==> src/rtl/im_loader_pkg.sv <==
// Shared types and constants for the instruction-memory loader.
// Holds the FSM state encoding, the byte-lane count, the IM depth and a lane helper.
package im_loader_pkg;

    typedef enum logic [1:0] {
        S_IDLE  = 2'd0,
        S_LOAD  = 2'd1,
        S_WRITE = 2'd2,
        S_DONE  = 2'd3
    } state_t;

    localparam int LANES    = 4;
    localparam int IM_DEPTH = 1024;

    // Byte lane taken by the n-th byte of a word.
    // Big-endian puts the first byte in lane 3 (bits 31:24).
    function automatic logic [1:0] lane_of(
        input logic [1:0] cnt,
        input logic       big_endian
    );
        return big_endian ? (2'(LANES - 1) - cnt) : cnt;
    endfunction

endpackage

==> src/rtl/im_loader_if.sv <==
// Byte-stream and IM write bus seen by the instruction-memory loader.
// master: loader side (drives byte_ready and IM write), slave: source/IM side.
interface im_loader_if #(
    parameter int ADDR_W = 10
);
    logic              byte_valid;
    logic [7:0]        byte_data;
    logic              byte_ready;
    logic              im_we;
    logic [ADDR_W-1:0] im_addr;
    logic [31:0]       im_din;

    modport master (
        input  byte_valid,
        input  byte_data,
        output byte_ready,
        output im_we,
        output im_addr,
        output im_din
    );

    modport slave (
        output byte_valid,
        output byte_data,
        input  byte_ready,
        input  im_we,
        input  im_addr,
        input  im_din
    );
endinterface

==> src/rtl/im_word_pack.sv <==
// Assembles four accepted bytes into one 32-bit word with a lane counter.
// Ports: i_load_en (byte accepted), i_clear (restart word), i_byte, o_word, o_full.
module im_word_pack
    import im_loader_pkg::*;
#(
    parameter bit BIG_ENDIAN = 1'b1
) (
    input  logic        clk,
    input  logic        rst,
    input  logic        i_load_en,
    input  logic        i_clear,
    input  logic [7:0]  i_byte,
    output logic [31:0] o_word,
    output logic        o_full
);

    logic [1:0]  r_cnt;
    logic [31:0] r_word;
    logic [1:0]  w_lane;

    assign w_lane = lane_of(r_cnt, BIG_ENDIAN);

    // Asserted while the fourth byte of a word is being accepted.
    assign o_full = i_load_en && (r_cnt == 2'(LANES - 1));
    assign o_word = r_word;

    always_ff @(posedge clk or posedge rst) begin
        if (rst) begin
            r_cnt  <= 2'd0;
            r_word <= 32'd0;
        end else if (i_clear) begin
            r_cnt <= 2'd0;
        end else if (i_load_en) begin
            r_word[{w_lane, 3'b000} +: 8] <= i_byte;
            r_cnt <= r_cnt + 2'd1;
        end
    end

endmodule

==> src/rtl/im_loader.sv <==
// Loads a program into IM from a byte stream, one 32-bit word per 4 bytes.
// Ports: clk, rst, i_start, i_len, bus (stream + IM write), o_busy, o_done, o_err.
module im_loader
    import im_loader_pkg::*;
#(
    parameter int ADDR_W     = 10,
    parameter int WORDS      = IM_DEPTH,
    parameter bit BIG_ENDIAN = 1'b1
) (
    input  logic          clk,
    input  logic          rst,
    input  logic          i_start,
    input  logic [ADDR_W:0] i_len,
    im_loader_if.master   bus,
    output logic          o_busy,
    output logic          o_done,
    output logic          o_err
);

    state_t              r_state;
    state_t              w_state_nxt;
    logic [ADDR_W-1:0]   r_addr;
    logic [ADDR_W:0]     r_len;
    logic                r_done;
    logic                r_err;

    logic                w_len_ok;
    logic                w_clear;
    logic                w_reject;
    logic                w_last;
    logic                w_hs;
    logic                w_full;
    logic [31:0]         w_word;

    assign w_len_ok = (i_len != '0) &&
                      (32'(i_len) <= 32'(WORDS));
    assign w_last   = ({1'b0, r_addr} ==
                       (r_len - (ADDR_W + 1)'(1)));
    assign w_hs     = bus.byte_valid &&
                      (r_state == S_LOAD);

    im_word_pack #(
        .BIG_ENDIAN (BIG_ENDIAN)
    ) u_pack (
        .clk       (clk),
        .rst       (rst),
        .i_load_en (w_hs),
        .i_clear   (w_clear),
        .i_byte    (bus.byte_data),
        .o_word    (w_word),
        .o_full    (w_full)
    );

    always_ff @(posedge clk or posedge rst) begin
        if (rst) r_state <= S_IDLE;
        else     r_state <= w_state_nxt;
    end

    always_comb begin
        w_state_nxt = r_state;
        w_clear     = 1'b0;
        w_reject    = 1'b0;
        unique case (r_state)
            S_IDLE, S_DONE: begin
                if (i_start) begin
                    if (w_len_ok) begin
                        w_state_nxt = S_LOAD;
                        w_clear     = 1'b1;
                    end else begin
                        // A rejected start from DONE falls back to IDLE.
                        w_state_nxt = S_IDLE;
                        w_reject    = 1'b1;
                    end
                end
            end
            S_LOAD: begin
                if (w_full) w_state_nxt = S_WRITE;
            end
            S_WRITE: begin
                w_state_nxt = w_last ? S_DONE : S_LOAD;
            end
            default: w_state_nxt = S_IDLE;
        endcase
    end

    always_ff @(posedge clk or posedge rst) begin
        if (rst) begin
            r_addr <= '0;
            r_len  <= '0;
            r_done <= 1'b0;
            r_err  <= 1'b0;
        end else if (w_clear) begin
            r_addr <= '0;
            r_len  <= i_len;
            r_done <= 1'b0;
            r_err  <= 1'b0;
        end else if (w_reject) begin
            r_err  <= 1'b1;
            r_done <= 1'b0;
        end else if (r_state == S_WRITE) begin
            // The last address holds so im_addr never passes len-1.
            if (w_last) r_done <= 1'b1;
            else        r_addr <= r_addr + ADDR_W'(1);
        end
    end

    assign bus.byte_ready = (r_state == S_LOAD);
    assign bus.im_we      = (r_state == S_WRITE);
    assign bus.im_addr    = r_addr;
    assign bus.im_din     = w_word;
    assign o_busy         = (r_state == S_LOAD) ||
                            (r_state == S_WRITE);
    assign o_done         = r_done;
    assign o_err          = r_err;

endmodule

==> src/flat_wrapper.sv <==
// flat-port wrapper written by rule: the top's interface ports become plain ports
module im_loader_flat import im_loader_pkg::*;
#(
    parameter int ADDR_W     = 10,
    parameter int WORDS      = IM_DEPTH,
    parameter bit BIG_ENDIAN = 1'b1
)
  (clk, rst, i_start, i_len, o_busy, o_done, o_err, bus_byte_valid, bus_byte_data, bus_byte_ready, bus_im_we, bus_im_addr, bus_im_din);
  im_loader_if #(.ADDR_W(ADDR_W)) bus_i ();
  input  logic clk;
  input  logic rst;
  input  logic i_start;
  input  logic [ADDR_W:0] i_len;
  output logic o_busy;
  output logic o_done;
  output logic o_err;
  input wire logic [$bits(bus_i.byte_valid)-1:0] bus_byte_valid;
  input wire logic [$bits(bus_i.byte_data)-1:0] bus_byte_data;
  output wire logic [$bits(bus_i.byte_ready)-1:0] bus_byte_ready;
  output wire logic [$bits(bus_i.im_we)-1:0] bus_im_we;
  output wire logic [$bits(bus_i.im_addr)-1:0] bus_im_addr;
  output wire logic [$bits(bus_i.im_din)-1:0] bus_im_din;
  assign bus_i.byte_valid = bus_byte_valid;
  assign bus_i.byte_data = bus_byte_data;
  assign bus_byte_ready = bus_i.byte_ready;
  assign bus_im_we = bus_i.im_we;
  assign bus_im_addr = bus_i.im_addr;
  assign bus_im_din = bus_i.im_din;
  im_loader #(.ADDR_W(ADDR_W), .WORDS(WORDS), .BIG_ENDIAN(BIG_ENDIAN)) u_core (.clk(clk), .rst(rst), .i_start(i_start), .i_len(i_len), .bus(bus_i), .o_busy(o_busy), .o_done(o_done), .o_err(o_err));
endmodule
==> config.mk <==
export PLATFORM = sky130hd
export DESIGN_NAME = im_loader_flat
export DESIGN_NICKNAME = d
export VERILOG_FILES = /design/src/rtl/im_loader_pkg.sv /design/src/rtl/im_loader_if.sv /design/src/rtl/im_word_pack.sv /design/src/rtl/im_loader.sv /design/src/flat_wrapper.sv
export SDC_FILE = /design/constraint.sdc
export NUM_CORES = 1
export LEC_CHECK = 0
export CORE_UTILIZATION = 46
export CTS_BUF_LIST = sky130_fd_sc_hd__clkbuf_8
export CTS_CLUSTER_DIAMETER = 200
export DETAILED_ROUTE_END_ITERATION = 8
export HOLD_SLACK_MARGIN = 0.06
export PLACE_DENSITY = 0.74
export SETUP_SLACK_MARGIN = 0.5
export SLEW_MARGIN = 0
export SYNTH_ARGS = -nofsm -noshare
export SYNTH_HDL_FRONTEND = slang
export SYNTH_SLANG_ARGS = --single-unit
==> constraint.sdc <==
create_clock -name clk -period 4.9 [get_ports clk]
set_input_delay 1.47 -clock clk [delete_from_list [all_inputs] [get_ports clk]]
set_output_delay 1.47 -clock clk [all_outputs]
set_load 0.05 [all_outputs]
==> metrics.yaml <==
clock_tree:
  clock_path_buffers: 2
  hold_buffers: 0
  cts-root-buf: "clkbuf_8"
  cts.sinks: 59
  clkTransAtPathRegs_ns: 0.07
  clk_latency_ns: 0.35
  post_cts_buffers: 0
  cts_tree: "built"
  cts_buffers: 9
  cts_resized: 0
  cts_max_level: 3
drt:
  via_per_inst: 5.35
  vias: 2675
  ant_nets: 0
  drt_iter0_markers: 157
  drc_errors: 5
  drt-total-wl_um: 7490
  wl_per_cell_um: 15.0
  first_pass_iters: 6
timing:
  finalSetupTns_ns: 0
  fin_skew_ns: 0.0109
  setup_viol: 0
  finalCritPeriodShare: 0.766
  hold_violations: 0
  period_needed_ns: 3.75
  max_freq_ghz: 0.266
  relSlewSlack: 0.310
  worst_pin_slew_ns: 1.03
  rsz0062_at_grt: "false"
  drv_slew: 0
finish:
  num_antenna_cells: 0
  fillers: 568
  fin_nets: 451
  register_area_um2: 1480
  multi_input_area_um2: 1530
  postLayoutCellArea_um2: 4070
  syn_to_final_growth_pct: 30.3
  drive_gt1_frac: 0.0709
floorplanning:
  start_util: 0.484
  rows: 29
  fp.dieH_um: 84.4
  fp.dieW_um: 84.4
  core_area_um2: 6460
  num_io_pins: 70
  die-area_um2: 7130
synthesis:
  yosysUniqueCellTypes: 49
  synth_edf_count: 0
  synth-seq-cells: 59
  synth_top_family_by_area: "simple AND/OR/NAND/NOR gates"
  async_reset_ff_frac: 1.00
  synth-simple-area-share: 0.230
  synthAdderAreaFrac: 0.0360
  synth_cells: 349
  muxShareOfSynthArea: 0.0320
  ys.flop_type: "dfrtp_1"
  synth_compound_area_frac: 0.154
  syn_area_per_cell_um2: 8.95
  synth_area_um2: 3120
  ys.warnings.count: 0
  yosys.area_share.xor_xnor: 0.0360
  ys_seq_area_frac: 0.473
  syn_nets: 381
worst_setup_path:
  critPathTopFamily: "simple AND/OR/NAND/NOR gates"
  path_class: "input port to flip-flop"
  worstPathRequired_ns: 5.17
  worstSetupStartpointType: "input port"
  critPathCaptureType: "flip-flop"
  r2r_setup_slack_ns: 1.98
  critPathBufInv: 1
  slowest_stage: "or2_1"
  crit_chain: "clkdlybuf4s50_1, or4_1, nor4_4, xnor2_2, or2_1, nand2_1, mux2i_1"
  cp_max_fo: 20
  cp.arrival_ns: 4.02
  critPathMaxStageDelay_ns: 0.66
placement:
  gp_congestion: 0.839
  dp_hpwl_um: 5400
  placed_area_um2: 3860
  portBuffers: 69
power:
  power_density_nw_per_um2: 615
  ir_drop_uv: 351
  p_leak_nw: 1.78
status:
  violations: "DRC"
  status: "complete, but fails checks"
global_routing:
  grt_pass1_vias: 2523
  grt_pass1_wl_um: 12500
  grt_max_degree: 39
  antenna_found_initial: 0
  grt-ovfl-total: 0
  grt_usage: 0.229
job:
  drv_cap: 0
worst_hold_path:
  hold_path.class: "flip-flop to flip-flop"
worst paths after layout:
path / startpoint / to / cells after the start
worst max-delay path: i_len[4] / u_core.bus.im_addr[3]$_DFFE_PP0P_ / 7
worst min-delay path: u_core.u_pack.o_word[15]$_DFFE_PP0P_ / u_core.u_pack.o_word[15]$_DFFE_PP0P_ / 2
worst max register to register: u_core.r_len[0]$_DFFE_PP0N_ / u_core.bus.im_addr[2]$_DFFE_PP0P_ / 8
worst min register to register: u_core.u_pack.o_word[15]$_DFFE_PP0P_ / u_core.u_pack.o_word[15]$_DFFE_PP0P_ / 2
max in group asynchronous: rst / u_core.u_pack.o_word[3]$_DFFE_PP0P_ / 3
min in group asynchronous: rst / u_core.u_pack.o_word[28]$_DFFE_PP0P_ / 2
logic make-up after synthesis:
kind of cell | after synthesis
simple gates | 157
mux | 10
flops | 59
buf+inv | 27
xor+xnor | 12
fa+ha+maj | 9
compound gates | 75
placed cells by master, fill, tap and decap left out, drive strengths merged, types with 2 or more instances in the layout:
| master | n |
|---|---|
| nor3 | 5 |
| o211ai | 9 |
| clkinv | 2 |
| nand3 | 3 |
| dfrtp | 59 |
| nand2 | 110 |
| bufinv | 2 |
| nor4 | 3 |
| ha | 9 |
| o21ai | 42 |
| xnor2 | 8 |
| a21oi | 7 |
| mux2i | 10 |
| or4 | 3 |
| a21o | 2 |
| nand2b | 2 |
| nand4 | 3 |
| a31oi | 2 |
| xor2 | 4 |
| and2 | 4 |
| inv | 16 |
| clkbuf | 10 |
| o2111ai | 2 |
| clkdlybuf4s50 | 69 |
| nor3b | 4 |
| and3 | 3 |
| nor2 | 11 |
| o31a | 2 |
layer usage:
layer | vias up | wire length [um] | global-route usage
li1 | 1335 | - | -
met1 | 1274 | 3640 | 0.331
met2 | 58 | 3420 | 0.338
met3 | 8 | 333 | 0.0393
met4 | 0 | 101 | 0.105
met5 | - | 0 | 0
per-stage QoR:
stage | instances | worst slack (ns) | hold slack, ns | utilization | power (W)
3_3_place_gp | 485 | 0.919 | 0.462 | 0.597 | 0.00199
3_5_place_dp | 485 | 0.821 | 0.469 | 0.597 | 0.00202
6_report | 500 | 1.15 | 0.481 | 0.630 | 0.00250
4_1_cts | 500 | 1.16 | 0.484 | 0.630 | 0.00251
5_1_grt | 500 | 1.01 | 0.512 | 0.630 | 0.00267
2_1_floorplan | 349 | 1.58 | 0.484 | - | 0.00166
Yosys cell counts, drive strengths merged, types with 3 or more instances:
| master | n | area share |
|---|---|---|
| nand4 | 3 | 0.0060 |
| a21oi | 7 | 0.011 |
| and3 | 3 | 0.0060 |
| dfrtp | 59 | 0.47 |
| and2 | 4 | 0.0080 |
| xnor2 | 8 | 0.025 |
| nor2 | 11 | 0.014 |
| nor4 | 3 | 0.011 |
| buf | 8 | 0.016 |
| nor3b | 4 | 0.0096 |
| ha | 9 | 0.036 |
| xor2 | 4 | 0.011 |
| o211ai | 9 | 0.030 |
| nand2 | 110 | 0.13 |
| o21ai | 42 | 0.067 |
| clkbuf | 3 | 0.0036 |
| or4 | 3 | 0.0072 |
| nor3 | 5 | 0.0096 |
| mux2i | 10 | 0.032 |
| nand3 | 3 | 0.0048 |
| inv | 16 | 0.019 |
worst min-delay path, stage by stage (launching register included):
cell	delay, ns
dfrtp_1	0.34
nand2_1	0.05
o21ai_0	0.06
sequential cells by signal (all words and copies together) (netlist names):
| signal | cells |
|---|---|
| u_core.r_len | 11 |
| u_core.bus.im_addr | 10 |
| u_core.u_pack.r_cnt | 2 |
| u_core.r_state | 2 |
| u_core.u_pack.o_word | 32 |
| u_core.o_done | 1 |
| u_core.o_err | 1 |
power by group:
part | internal, W | total (W) | switching [W]
combinational | 0.000430 | 0.00124 | 0.000811
sequential | 0.000630 | 0.000773 | 0.000143
clock | 0.000295 | 0.000491 | 0.000196
total | 0.00135 | 0.00250 | 0.00115
final cells by class:
| class | instances | area share |
|---|---|---|
| multi-input combinational | 263 | 0.375 |
| sequential | 59 | 0.363 |
| timing repair buffer | 70 | 0.171 |
| clock buffer | 10 | 0.0338 |
| tap | 77 | 0.0237 |
| clock inverter | 5 | 0.0191 |
| inverter | 16 | 0.0148 |
Note: power is estimated with default switching activity, not from simulation.
